===== src/rtl/pipo_arbiter.sv =====
// pipo_arbiter: four-requester round-robin arbiter feeding one shared
// 4-bit parallel-in/parallel-out register.
//
// Ports:
//   clk      - single clock, all state updates on its rising edge
//   rst      - asynchronous, active-high reset
//   req[3:0] - one request bit per requester
//   pi[15:0] - requester i data on pi[4i+3:4i]
//   out_rdy  - consumer accepts po when high while po_vld is high
//   gnt[3:0] - one-hot grant, high for exactly one cycle per capture
//   po[3:0]  - registered output word
//   po_vld   - po holds unconsumed data
//   busy     - high whenever the arbiter is not IDLE
//
// Build option: define PIPO_ARB_STREAM_EN to let HOLD with out_rdy=1 and
// a pending request capture again on the same edge (one word per cycle).
// Without it every transfer passes through an IDLE cycle.

module pipo_arbiter (
    input  logic        clk,
    input  logic        rst,
    input  logic [3:0]  req,
    input  logic [15:0] pi,
    input  logic        out_rdy,
    output logic [3:0]  gnt,
    output logic [3:0]  po,
    output logic        po_vld,
    output logic        busy
);

    typedef enum logic {
        IDLE = 1'b0,
        HOLD = 1'b1
    } state_t;

    state_t      state_q, state_d;
    logic [1:0]  ptr_q, ptr_d;
    logic [3:0]  gnt_q, gnt_d;
    logic [3:0]  po_q, po_d;
    logic        po_vld_q, po_vld_d;

    logic [1:0]  win;
    logic        found;
    logic [1:0]  idx;
    logic        cap;

    // Round-robin pick: first set req bit starting just above the last
    // winner, wrapping 3->0. The last winner itself is checked last.
    always_comb begin
        win   = ptr_q;
        found = 1'b0;
        idx   = ptr_q;
        for (int k = 1; k <= 4; k++) begin
            idx = ptr_q + 2'(k);
            if (!found && req[idx]) begin
                win   = idx;
                found = 1'b1;
            end
        end
    end

    always_comb begin
        state_d  = state_q;
        ptr_d    = ptr_q;
        gnt_d    = 4'b0000;
        po_d     = po_q;
        po_vld_d = po_vld_q;
        cap      = 1'b0;

        case (state_q)
            IDLE: begin
                if (|req) begin
                    cap = 1'b1;
                end
            end
            HOLD: begin
                // With out_rdy low, req and pi are ignored entirely.
                if (out_rdy) begin
`ifdef PIPO_ARB_STREAM_EN
                    if (|req) begin
                        cap = 1'b1;
                    end else begin
                        po_vld_d = 1'b0;
                        state_d  = IDLE;
                    end
`else
                    po_vld_d = 1'b0;
                    state_d  = IDLE;
`endif
                end
            end
            default: begin
                state_d = IDLE;
            end
        endcase

        if (cap) begin
            state_d  = HOLD;
            gnt_d    = 4'b0001 << win;
            po_d     = pi[{win, 2'b00} +: 4];
            po_vld_d = 1'b1;
            ptr_d    = win;
        end
    end

    // ptr resets to 3 so requester 0 has top priority after reset.
    always_ff @(posedge clk or posedge rst) begin
        if (rst) begin
            state_q  <= IDLE;
            ptr_q    <= 2'd3;
            gnt_q    <= 4'b0000;
            po_q     <= 4'b0000;
            po_vld_q <= 1'b0;
        end else begin
            state_q  <= state_d;
            ptr_q    <= ptr_d;
            gnt_q    <= gnt_d;
            po_q     <= po_d;
            po_vld_q <= po_vld_d;
        end
    end

    assign gnt    = gnt_q;
    assign po     = po_q;
    assign po_vld = po_vld_q;
    assign busy   = (state_q != IDLE);

endmodule

===== config.mk =====
export PLATFORM = sky130hd
export DESIGN_NAME = pipo_arbiter
export DESIGN_NICKNAME = d
export VERILOG_FILES = /design/src/rtl/pipo_arbiter.sv
export SDC_FILE = /design/constraint.sdc
export NUM_CORES = 1
export LEC_CHECK = 0
export CAP_MARGIN = 25
export CORE_UTILIZATION = 41
export DETAILED_ROUTE_END_ITERATION = 6
export GPL_TIMING_DRIVEN = 0
export MAX_ROUTING_LAYER = met4
export PLACE_DENSITY = 0.92
export SYNTH_ARGS = -nofsm -noshare
export SYNTH_HDL_FRONTEND = slang
export SYNTH_SLANG_ARGS = --single-unit

===== constraint.sdc =====
create_clock -name clk -period 2.7 [get_ports clk]
set_input_delay 0.54 -clock clk [delete_from_list [all_inputs] [get_ports clk]]
set_output_delay 0.54 -clock clk [all_outputs]
set_load 0.03 [all_outputs]

==> results.tsv <==
stage	metric	value	unit
synthesis	postSynthCellCount	63	
detailed_routing	postRouteWirelength	1640	um
global_route	pin_count_of_the_biggest_net_entering_global_routing	13	
placed_design	preCtsSetupSlack	0.156	ns
synthesis	fraction_of_synthesized_cell_area_taken_by_the_top_area_cell_type	37.7	%
synthesis	synth_ff_type	sky130_fd_sc_hd__dfrtp_1	
worst_setup_path	worstPathRequired	2.83	ns
synthesis	synth-async-reset-ratio	100	%
global_route	grt_overflow	0	
global_route	number_of_global_route_vias_before_repair	645	
cts	cts_tree	yes	
hold_path	hold_end	po_vld$_DFFE_PP0P_	
synthesis	combinational_family_with_the_most_area_after_synthesis	simple AND/OR/NAND/NOR gates	
detailed_routing	drt_first_pass_iters	4	
power_and_ir_drop	powerDensity	809	nW/um^2
timing	rsz0062_at_grt	no	
placed_design	place_congestion	0.767	
worst_setup_path	critical_path.reg2reg.startpoint	ptr_q[1]$_DFFE_PP1P_	
timing	timing.fmax	0.438	GHz
timing	minimum_clock_period	2.28	ns
cts	post_cts.repair.setup_buffers	0	
final_layout	postLayoutCellArea	1040	um^2
synthesis	yosys-top-cells-count	sky130_fd_sc_hd__dfrtp_1, sky130_fd_sc_hd__nor2_1, sky130_fd_sc_hd__mux2i_1	
timing	tightest_slew	1.06	ns
cts	cts_num_sinks	12	
floorplanning	initial_utilization	44.1	%
synthesis	yosysSeqAreaShare	45.6	%
floorplanning	core_region_area	1510	um^2
placed_design	dp_cells	111	
final_layout	drive_gt1_share	13.1	%
power_and_ir_drop	irDropWorstVdd	390	uV
synthesis	postSynthAreaPerCell	10.5	um^2
synthesis	syn_area	664	um^2
global_route	groute.usage.overall	21.2	%
timing	setup-violations-final	0	
synthesis	ys_ff_latch	12	
final_layout	antennaDiodeCount	0	
synthesis	yosysWarnings	0	
worst_setup_path	timing.setup.critical_path_class	in -> reg	
worst_setup_path	worst_r2r_path_depth	5	
final_layout	final_net_count	123	
worst_setup_path	start_kind	input pin	
placed_design	dpl_cell_area	1000	um^2
run_status	status	finished clean	
detailed_routing	average_wire_per_cell_in_the_routed_design	14.3	um
synthesis	yosys.cell_count.top_type	sky130_fd_sc_hd__dfrtp_1	
timing	fin_crit_sh	84.6	%
floorplanning	die_width	42.3	um
global_route	antenna_found_initial	0	
cts	clk_root_buffer_cell	sky130_fd_sc_hd__clkbuf_4	
synthesis	synth.area.top_cells	sky130_fd_sc_hd__dfrtp_1, sky130_fd_sc_hd__dfstp_2, sky130_fd_sc_hd__mux2i_1, sky130_fd_sc_hd__a2111oi_0, sky130_fd_sc_hd__nor4b_1	
cts	cts.reportedPaths.clkPinSlew	0.07	ns
worst_setup_path	crit_path_start	req[1]	
detailed_routing	route.antenna.remaining_nets	0	
detailed_routing	detailedRoute.firstIterationViolations	4	
cts	insertion_delay	0.27	ns
synthesis	synthesized_nets	86	
timing	setup_ws	0.416	ns
cts	postCtsHoldBufs	0	
timing	slew_viol_final	0	
floorplanning	row_count	14	
final_layout	syn2layout_area_growth	56.7	%
timing	aggregate_negative_setup_slack	0	ns
worst_setup_path	ff2ff_setup_slack	0.74	ns
worst_setup_path	worst_ep_arrival_time	2.41	ns
synthesis	synth_adder_area_share	0	%
hold_path	hold_path_class	reg -> reg	
cts	h-tree-depth	1	
global_route	grt_pass1_wl	2820	um
floorplanning	fp.dieArea	1790	um^2
synthesis	synth_edf_count	0	
synthesis	muxShareOfSynthArea	7.53	%
cts	clk_path_buf_depth	2	
detailed_routing	routed-via-count	670	
hold_path	timing.hold.worst_path_depth	2	
timing	clock_skew	0.00324	ns
cts	number_of_buffers_inserted_during_clock_tree_synthesis	3	
synthesis	synth.lib_cells_used.distinct	28	
final_layout	layoutNonFillerInstCount	115	
hold_path	min-delay-start	po_vld$_DFFE_PP0P_	
worst_setup_path	reg2reg_to	po[0]$_DFFE_PP0P_	
synthesis	synth_largest_area_cell	sky130_fd_sc_hd__dfrtp_1	
worst_setup_path	critPathCaptureType	register	
synthesis	synth_simple_gate_area_share	28.1	%
detailed_routing	remaining_drc_errors	0	
worst_setup_path	path_max_fanout	9	
job	max-cap-violations	0	
synthesis	synth_xor_area_share	0	%
cts	postCtsResizedCells	0	
placed_design	post_detail_place_hpwl	1210	um
detailed_routing	drt-vias-per-instance	5.83	
timing	maxSlewHeadroom	28.6	%
power_and_ir_drop	static-leakage-power	0.415	nW
timing	timing_hold_violations_final	0	
floorplanning	ios	33	
synthesis	synth_compound_gate_area_share	17.1	%
floorplanning	die_height	42.3	um
placed_design	numPortBuffers	32	
-- registers in the layout, summed over array words and instances, names as in the netlist --
register / cells
gnt: 4
po_vld: 1
ptr_q: 2
po: 4
busy: 1
-- worst max-delay path, stage by stage --
cell and delay [ns]:
sky130_fd_sc_hd__clkdlybuf4s50_1 0.50, sky130_fd_sc_hd__o21a_1 0.23, sky130_fd_sc_hd__o21ai_0 0.16, sky130_fd_sc_hd__o311ai_1 0.33, sky130_fd_sc_hd__a2111oi_0 0.56, sky130_fd_sc_hd__a211oi_1 0.10
-- worst max-delay path by stage --
stage	endpoint	slack (ns)	depth (start not counted)
final	po[0]$_DFFE_PP0P_	0.42	6
after global routing	po[3]$_DFFE_PP0P_	0.28	6
after CTS	po[3]$_DFFE_PP0P_	0.40	6
after detailed placement	po[3]$_DFFE_PP0P_	0.16	6
after global placement	po[0]$_DFFE_PP0P_	0.21	6
after floorplan	po[0]$_DFFE_PP0P_	0.96	5
-- through the flow --
stage / util (%) / power (mW) / hold WS [ns]
floorplan: - / 0.534 / 0.403
global placement: 66.7 / 0.683 / 0.509
detailed placement: 66.7 / 0.699 / 0.522
CTS: 69.1 / 0.843 / 0.539
global route: 69.1 / 0.885 / 0.556
finish: 69.1 / 0.842 / 0.530
-- power by group --
group | internal, mW | switching, mW | leakage (nW)
clock | 0.0819 | 0.0575 | 0.0210
combinational | 0.186 | 0.231 | 0.252
sequential | 0.242 | 0.0432 | 0.143
-- cells by family after synthesis --
family                 after synthesis
muxes                                5
buffers and inverters                2
and+or+nand+nor                     29
AOI/OAI and AO/OA                   15
DFF                                 12
-- final cells by class --
class	instances	area, um^2
Multi-Input combinational cell	49	350
Buffer	1	7.51
Fill cell	134	465
Sequential cell	12	303
Timing Repair Buffer	32	320
Tap cell	16	20.0
Clock buffer	4	36.3
Inverter	1	3.75
-- cell usage in the layout (no fill, tap or decap) --
cell,instances
sky130_fd_sc_hd__clkdlybuf4s50_1,32
sky130_fd_sc_hd__dfrtp_1,10
sky130_fd_sc_hd__nor2_1,9
sky130_fd_sc_hd__mux2i_1,5
sky130_fd_sc_hd__nor4b_1,4
sky130_fd_sc_hd__a2111oi_0,4
sky130_fd_sc_hd__a211oi_1,4
sky130_fd_sc_hd__clkbuf_4,3
sky130_fd_sc_hd__nand2_1,2
sky130_fd_sc_hd__a21oi_2,2
sky130_fd_sc_hd__a21oi_1,2
sky130_fd_sc_hd__nor3_1,2
sky130_fd_sc_hd__dfstp_2,2
sky130_fd_sc_hd__nor4_1,1
sky130_fd_sc_hd__buf_4,1
sky130_fd_sc_hd__nand2b_1,1
sky130_fd_sc_hd__nor3b_2,1
sky130_fd_sc_hd__or2b_1,1
sky130_fd_sc_hd__nor3_4,1
sky130_fd_sc_hd__nor2b_1,1
sky130_fd_sc_hd__o21a_1,1
sky130_fd_sc_hd__o21ai_0,1
sky130_fd_sc_hd__nand3b_1,1
sky130_fd_sc_hd__o311ai_1,1
sky130_fd_sc_hd__and2_1,1
sky130_fd_sc_hd__or3_4,1
sky130_fd_sc_hd__or2_1,1
sky130_fd_sc_hd__and3_1,1
sky130_fd_sc_hd__and3_2,1
sky130_fd_sc_hd__inv_1,1
sky130_fd_sc_hd__clkbuf_8,1
-- metal layers --
layer	GRT usage (%)	part of all wire, %	vias up
li1	-	-	318
met1	24.6	40	317
met2	39.4	52	33
met3	2.59	7.3	2
met4	3.75	0.55	0
met5	-	0	-
No activity file was read; power rests on OpenSTA's default activity.
